[src/rtl/ps2_key_decoder.sv]
// PS/2 keyboard receiver: maps the four players' direction keys and the space bar to a 5-bit held-key code.
// Optional macro PS2_PARITY_CHECK_EN enables odd-parity checking of each received frame.
module ps2_key_decoder #(
  parameter int TIMEOUT_CYCLES = 50000
) (
  input  logic       CLOCK_50,
  input  logic       reset,
  input  logic       PS2_CLK,
  input  logic       PS2_DAT,
  output logic [4:0] KEY_PRESSED,
  output logic       key_strobe,
  output logic       frame_error
);

  localparam int CNT_W = $clog2(TIMEOUT_CYCLES + 1);
  localparam logic [CNT_W-1:0] TIMEOUT_LAST = CNT_W'(TIMEOUT_CYCLES - 1);
  localparam logic [4:0] NO_KEY = 5'd31;

  typedef enum logic [1:0] {
    IDLE,
    DATA,
    PARITY,
    STOP
  } rxState_e;

  logic [1:0]       clkSync_q, datSync_q;
  logic             clkPrev_q;
  logic             ps2Fall, ps2Data;

  rxState_e         state_q, state_d;
  logic [2:0]       bitCnt_q, bitCnt_d;
  logic [7:0]       shift_q, shift_d;
  logic [CNT_W-1:0] idleCnt_q, idleCnt_d;
  logic             byteValid_q, byteValid_d;
  logic             frameErr_q, frameErr_d;
  logic             parityOk;

  logic [4:0]       key_q, key_d;
  logic             strobe_q, strobe_d;
  logic             ext_q, ext_d;
  logic             brk_q, brk_d;
  logic [4:0]       mappedCode;

  // Idle lines are high, so the synchronisers reset to 1 to avoid a false edge after reset.
  always_ff @(posedge CLOCK_50 or posedge reset) begin
    if (reset) begin
      clkSync_q <= 2'b11;
      datSync_q <= 2'b11;
      clkPrev_q <= 1'b1;
    end else begin
      clkSync_q <= {clkSync_q[0], PS2_CLK};
      datSync_q <= {datSync_q[0], PS2_DAT};
      clkPrev_q <= clkSync_q[1];
    end
  end

  assign ps2Fall = ~clkSync_q[1] & clkPrev_q;
  assign ps2Data = datSync_q[1];

`ifdef PS2_PARITY_CHECK_EN
  logic parity_q, parity_d;

  always_ff @(posedge CLOCK_50 or posedge reset) begin
    if (reset) parity_q <= 1'b0;
    else       parity_q <= parity_d;
  end

  always_comb begin
    parity_d = parity_q;
    if (ps2Fall && state_q == PARITY) parity_d = ps2Data;
  end

  assign parityOk = ^{shift_q, parity_q};
`else
  assign parityOk = 1'b1;
`endif

  always_ff @(posedge CLOCK_50 or posedge reset) begin
    if (reset) begin
      state_q     <= IDLE;
      bitCnt_q    <= '0;
      shift_q     <= '0;
      idleCnt_q   <= '0;
      byteValid_q <= 1'b0;
      frameErr_q  <= 1'b0;
    end else begin
      state_q     <= state_d;
      bitCnt_q    <= bitCnt_d;
      shift_q     <= shift_d;
      idleCnt_q   <= idleCnt_d;
      byteValid_q <= byteValid_d;
      frameErr_q  <= frameErr_d;
    end
  end

  always_comb begin
    state_d     = state_q;
    bitCnt_d    = bitCnt_q;
    shift_d     = shift_q;
    idleCnt_d   = idleCnt_q;
    byteValid_d = 1'b0;
    frameErr_d  = 1'b0;
    if (ps2Fall) begin
      idleCnt_d = '0;
      unique case (state_q)
        IDLE: begin
          if (!ps2Data) begin
            state_d  = DATA;
            bitCnt_d = '0;
          end
        end
        DATA: begin
          shift_d  = {ps2Data, shift_q[7:1]};
          bitCnt_d = bitCnt_q + 3'd1;
          if (bitCnt_q == 3'd7) state_d = PARITY;
        end
        PARITY: state_d = STOP;
        STOP: begin
          if (ps2Data && parityOk) byteValid_d = 1'b1;
          else                     frameErr_d  = 1'b1;
          state_d = IDLE;
        end
        default: state_d = IDLE;
      endcase
    end else if (state_q != IDLE) begin
      // A keyboard that stops clocking mid-frame must not wedge the receiver.
      if (idleCnt_q == TIMEOUT_LAST) begin
        state_d    = IDLE;
        idleCnt_d  = '0;
        frameErr_d = 1'b1;
      end else begin
        idleCnt_d = idleCnt_q + 1'b1;
      end
    end
  end

  // 75, 6B and 74 are both arrow keys (extended) and numpad keys (plain).
  function automatic logic [4:0] mapCode(input logic [7:0] b, input logic ext);
    logic [4:0] code;
    code = NO_KEY;
    if (ext) begin
      case (b)
        8'h75:   code = 5'd0;
        8'h72:   code = 5'd1;
        8'h6B:   code = 5'd2;
        8'h74:   code = 5'd3;
        default: code = NO_KEY;
      endcase
    end else begin
      case (b)
        8'h1D:   code = 5'd4;
        8'h1B:   code = 5'd5;
        8'h1C:   code = 5'd6;
        8'h23:   code = 5'd7;
        8'h43:   code = 5'd8;
        8'h42:   code = 5'd9;
        8'h3B:   code = 5'd10;
        8'h4B:   code = 5'd11;
        8'h75:   code = 5'd12;
        8'h73:   code = 5'd13;
        8'h6B:   code = 5'd14;
        8'h74:   code = 5'd15;
        8'h29:   code = 5'd16;
        default: code = NO_KEY;
      endcase
    end
    return code;
  endfunction

  assign mappedCode = mapCode(shift_q, ext_q);

  always_ff @(posedge CLOCK_50 or posedge reset) begin
    if (reset) begin
      key_q    <= NO_KEY;
      strobe_q <= 1'b0;
      ext_q    <= 1'b0;
      brk_q    <= 1'b0;
    end else begin
      key_q    <= key_d;
      strobe_q <= strobe_d;
      ext_q    <= ext_d;
      brk_q    <= brk_d;
    end
  end

  always_comb begin
    key_d    = key_q;
    strobe_d = 1'b0;
    ext_d    = ext_q;
    brk_d    = brk_q;
    if (frameErr_q) begin
      ext_d = 1'b0;
      brk_d = 1'b0;
    end else if (byteValid_q) begin
      case (shift_q)
        8'hE0: ext_d = 1'b1;
        8'hF0: brk_d = 1'b1;
        default: begin
          ext_d = 1'b0;
          brk_d = 1'b0;
          if (mappedCode != NO_KEY) begin
            if (brk_q) begin
              if (mappedCode == key_q) key_d = NO_KEY;
            end else if (mappedCode != key_q) begin
              key_d    = mappedCode;
              strobe_d = 1'b1;
            end
          end
        end
      endcase
    end
  end

  assign KEY_PRESSED = key_q;
  assign key_strobe  = strobe_q;
  assign frame_error = frameErr_q;

endmodule

[config.mk]
export PLATFORM = sky130hd
export DESIGN_NAME = ps2_key_decoder
export DESIGN_NICKNAME = d
export VERILOG_FILES = /design/src/rtl/ps2_key_decoder.sv
export SDC_FILE = /design/constraint.sdc
export NUM_CORES = 1
export LEC_CHECK = 0
export BUFFER_PORTS_ARGS = -buffer_cell sky130_fd_sc_hd__buf_2
export CAP_MARGIN = 20
export CORE_MARGIN = 1.5
export CORE_UTILIZATION = 45
export CTS_BUF_LIST = sky130_fd_sc_hd__clkbuf_2 sky130_fd_sc_hd__clkbuf_4 sky130_fd_sc_hd__clkbuf_8
export CTS_CLUSTER_DIAMETER = 200
export DETAILED_ROUTE_END_ITERATION = 12
export GPL_TIMING_DRIVEN = 0
export MAX_ROUTING_LAYER = met4
export PLACE_DENSITY_LB_ADDON = 0.08
export SYNTH_ARGS = -nofsm -noshare
export SYNTH_HDL_FRONTEND = slang
export SYNTH_SLANG_ARGS = --single-unit
[constraint.sdc]
create_clock -name CLOCK_50 -period 5.32 [get_ports CLOCK_50]
set_clock_uncertainty 0.2 [all_clocks]
set_input_delay 0.266 -clock CLOCK_50 [delete_from_list [all_inputs] [get_ports CLOCK_50]]
set_output_delay 0.266 -clock CLOCK_50 [all_outputs]
set_load 0.01 [all_outputs]
==> results.yml <==
run_status:
  status: "completed"
cts:
  htreeDepth: 2
  cts_root_buf: "clkbuf_8"
  cts_tree: "yes"
  cts_buffer_depth: 2
  path_clk_slew_ns: 0.09
  cts_setup_buffers: 0
  postCtsResizedCells: 0
  hold_buffers: 3
  cts.sinks: 44
  clock_latency_ns: 0.29
  cts_buffers: 5
placement:
  place.gp.congestion: 0.941
  pre_cts_slack_ns: 1.04
  io_buffer_count: 10
  place_hpwl_um: 3660
power:
  p_seq_share_pct: 49.6
  p_clk_share_pct: 27.9
  power.share.switching_pct: 31.2
  p_comb_share_pct: 22.5
  switching_power_uw: 251
  power_density_nw_per_um2: 281
  static-leakage-power_uw: 0.00121
  internal-power_uw: 554
  ir_drop_mv: 0.148
timing:
  rsz0062_at_grt: "false"
  period_share_pct: 81.5
  tightestPinTransition_ns: 0.638
  finalSetupTns_ns: 0
  slew_viol_final: 0
  timing.final.ws_setup_ns: 0.984
  setup_viol: 0
  fin_crit_ns: 4.34
  maxSlewHeadroom_pct: 57.4
  finalHoldViolCount: 0
  fmax_ghz: 0.231
drt:
  num_vias: 1961
  post_drt_wl_per_cell_um: 14.2
  ant_nets: 0
  avgViaCountPerCell: 5.52
  drcViolationCount: 0
  drt_first_pass_iters: 4
  wirelength_um: 5040
  drt-initial-drc-count: 88
floorplan:
  initial_utilization_pct: 46.8
  die_width_um: 78.6
  ios: 11
  die_area_um2: 6190
  die-height_um: 78.6
  core_um2: 5510
  rows: 27
critical_path:
  critPathSlowestCell: "a21boi_1"
  reg2reg_slack_ns: 0.98
  cp.arrival_ns: 4.35
  cp-end-kind: "flop"
  crit_chain: "buf_2 -> and3b_1 -> o2111ai_1 -> a21boi_1 -> o22ai_1 -> xnor2_1 -> or4_1 -> ha_1 -> or3_1 -> a31oi_1 -> o21ai_0 -> o21ai_0"
  slowest_delay_ns: 0.60
  timing.rr.start: "shift_q[0]"
  worstSetupPathType: "reg -> reg"
  critPathLaunchType: "flop"
  reg2reg_to: "KEY_PRESSED[2]"
  rr_worst_depth: 12
  cp_max_fo: 10
  path_common_cell: "o21ai_0"
  required_ns: 5.34
yosys:
  ys_warn_count: 0
  ys_seq_area_share_pct: 43.2
  ys_types: 58
  yosysTopAreaCell: "dfrtp_1"
  async_flop_share_pct: 100
  yosysMostFrequentCell: "dfrtp_1"
  synth_edf_count: 0
  netlist_area_um2: 2570
  ys.flop_type: "dfrtp_1"
  synthCells: 261
  ys_ff_latch: 44
  synth.area.top_cells: "dfrtp_1, dfstp_2, nor2_1, ha_1, mux2_2"
  ys_top_cells_by_count: "dfrtp_1, nor2_1, nand2_1"
  syn_nets: 273
  avgSynthCellArea_um2: 9.87
  synth_top_area_share_pct: 33.0
min_path:
  whs_endpoint: "datSync_q[1]"
  hold_path_class: "reg -> reg"
  min_path_cells: 0
  min-delay-start: "datSync_q[0]"
global_route:
  grt_max_degree: 32
  grt_pass1_wl_um: 8740
  antenna_found_initial: 0
  track_usage_pct: 18.6
  grt_pass1_vias: 1902
  overflow: 0
cells_and_area:
  multiInputGateArea_um2: 1370
  seq_area_um2: 1110
  drive_above_1_share_pct: 19.1
  num_antenna_cells: 0
  areaGrowthSynthToFinish_pct: 11.2
  fill_cells: 508
  nets: 294
job:
  drv_cap: 0
## critical path, delay by kind of cell (launching register included)
family | cells | cell delay [ns]
AO/OA/AOI/OAI | 6 | 1.97
AND/OR/NAND/NOR | 3 | 1.06
flip-flops | 1 | 0.40
adder cells (fa/ha/maj) | 1 | 0.28
buffers and inverters | 1 | 0.18
XOR/XNOR | 1 | 0.17
## power groups by stage
stage,Combinational [uW],Sequential [uW],Clock (uW)
finish,181,399,224
CTS,182,398,235
floorplan,142,397,0
global placement,176,404,0
detailed placement,180,405,0
global route,207,406,247
## layout by cell type, fill, tap and decap left out, types with 4 or more instances in the layout
cell / netlist / layout
and3_1: 4 / 4
nand2b_1: 7 / 7
xor2_1: 8 / 8
nand2_1: 19 / 19
mux2_2: 7 / 7
a21oi_1: 11 / 11
a31oi_1: 5 / 5
ha_1: 8 / 8
clkbuf_8: 0 / 6
nor2b_1: 5 / 5
clkbuf_1: 5 / 5
nor2_1: 29 / 29
o21ai_0: 12 / 12
dfstp_2: 10 / 10
o211ai_1: 4 / 4
nor4_1: 4 / 4
dfrtp_1: 34 / 34
inv_1: 10 / 9
buf_2: 4 / 14
nand3_1: 6 / 6
xnor2_1: 8 / 8
## cell families (layout without fill, tap and decap cells)
family | count (synthesis) | in the layout | synth area share, %
adders and majority gates | 8 | 8 | 3.89
muxes | 7 | 7 | 3.06
xor gates and xnor gates | 16 | 16 | 5.44
AOI/OAI and AO/OA | 51 | 51 | 14.8
and+or+nand+nor | 113 | 113 | 25.9
DFF | 44 | 44 | 43.2
buffers and inverters | 22 | 44 | 3.69
## metrics by stage
step	utilization [%]	total power, uW	hold WS, ns	cells	instance area, um^2
final	52.0	804	0.152	355	2860
after global routing	52.0	859	0.161	355	2860
after CTS	52.0	816	0.152	355	2860
after detailed placement	49.7	584	0.0360	344	2740
after global placement	49.3	580	0.147	343	2720
after floorplan	-	539	0.0705	261	2570
## routing by layer
layer | routed length [um] | global-route usage, %
met2 | 2410 | 29.9
met5 | 0 | -
met3 | 181 | 4.07
met1 | 2410 | 23.5
met4 | 46 | 5.36
## worst max-delay path by stage
stage / startpoint / to / cells past startpoint
2_1_floorplan: shift_q[3] / KEY_PRESSED[2] / 13
3_3_place_gp: shift_q[0] / KEY_PRESSED[2] / 12
3_5_place_dp: shift_q[0] / KEY_PRESSED[2] / 13
4_1_cts: shift_q[0] / KEY_PRESSED[2] / 13
5_1_grt: shift_q[0] / KEY_PRESSED[2] / 12
6_report: shift_q[0] / KEY_PRESSED[2] / 12
## state kept, by name, summed over array words and instances, names as in the netlist
name         count
idleCnt_q       16
shift_q          8
KEY_PRESSED      5
bitCnt_q         3
clkSync_q        2
datSync_q        2
state_q          2
brk_q            1
byteValid_q      1
clkPrev_q        1
ext_q            1
frame_error      1
key_strobe       1
## final cells by class
cell class              count  area share (%)
inverters                  10            1.31
flip-flops and latches     44            38.9
clock inverters             1           0.262
repair buffers             14            3.50
multi-input cells         195            47.7
plain buffers              12            2.01
well taps                  72            3.15
clock buffers               7            3.15
Note: power is estimated with default switching activity, not from simulation.
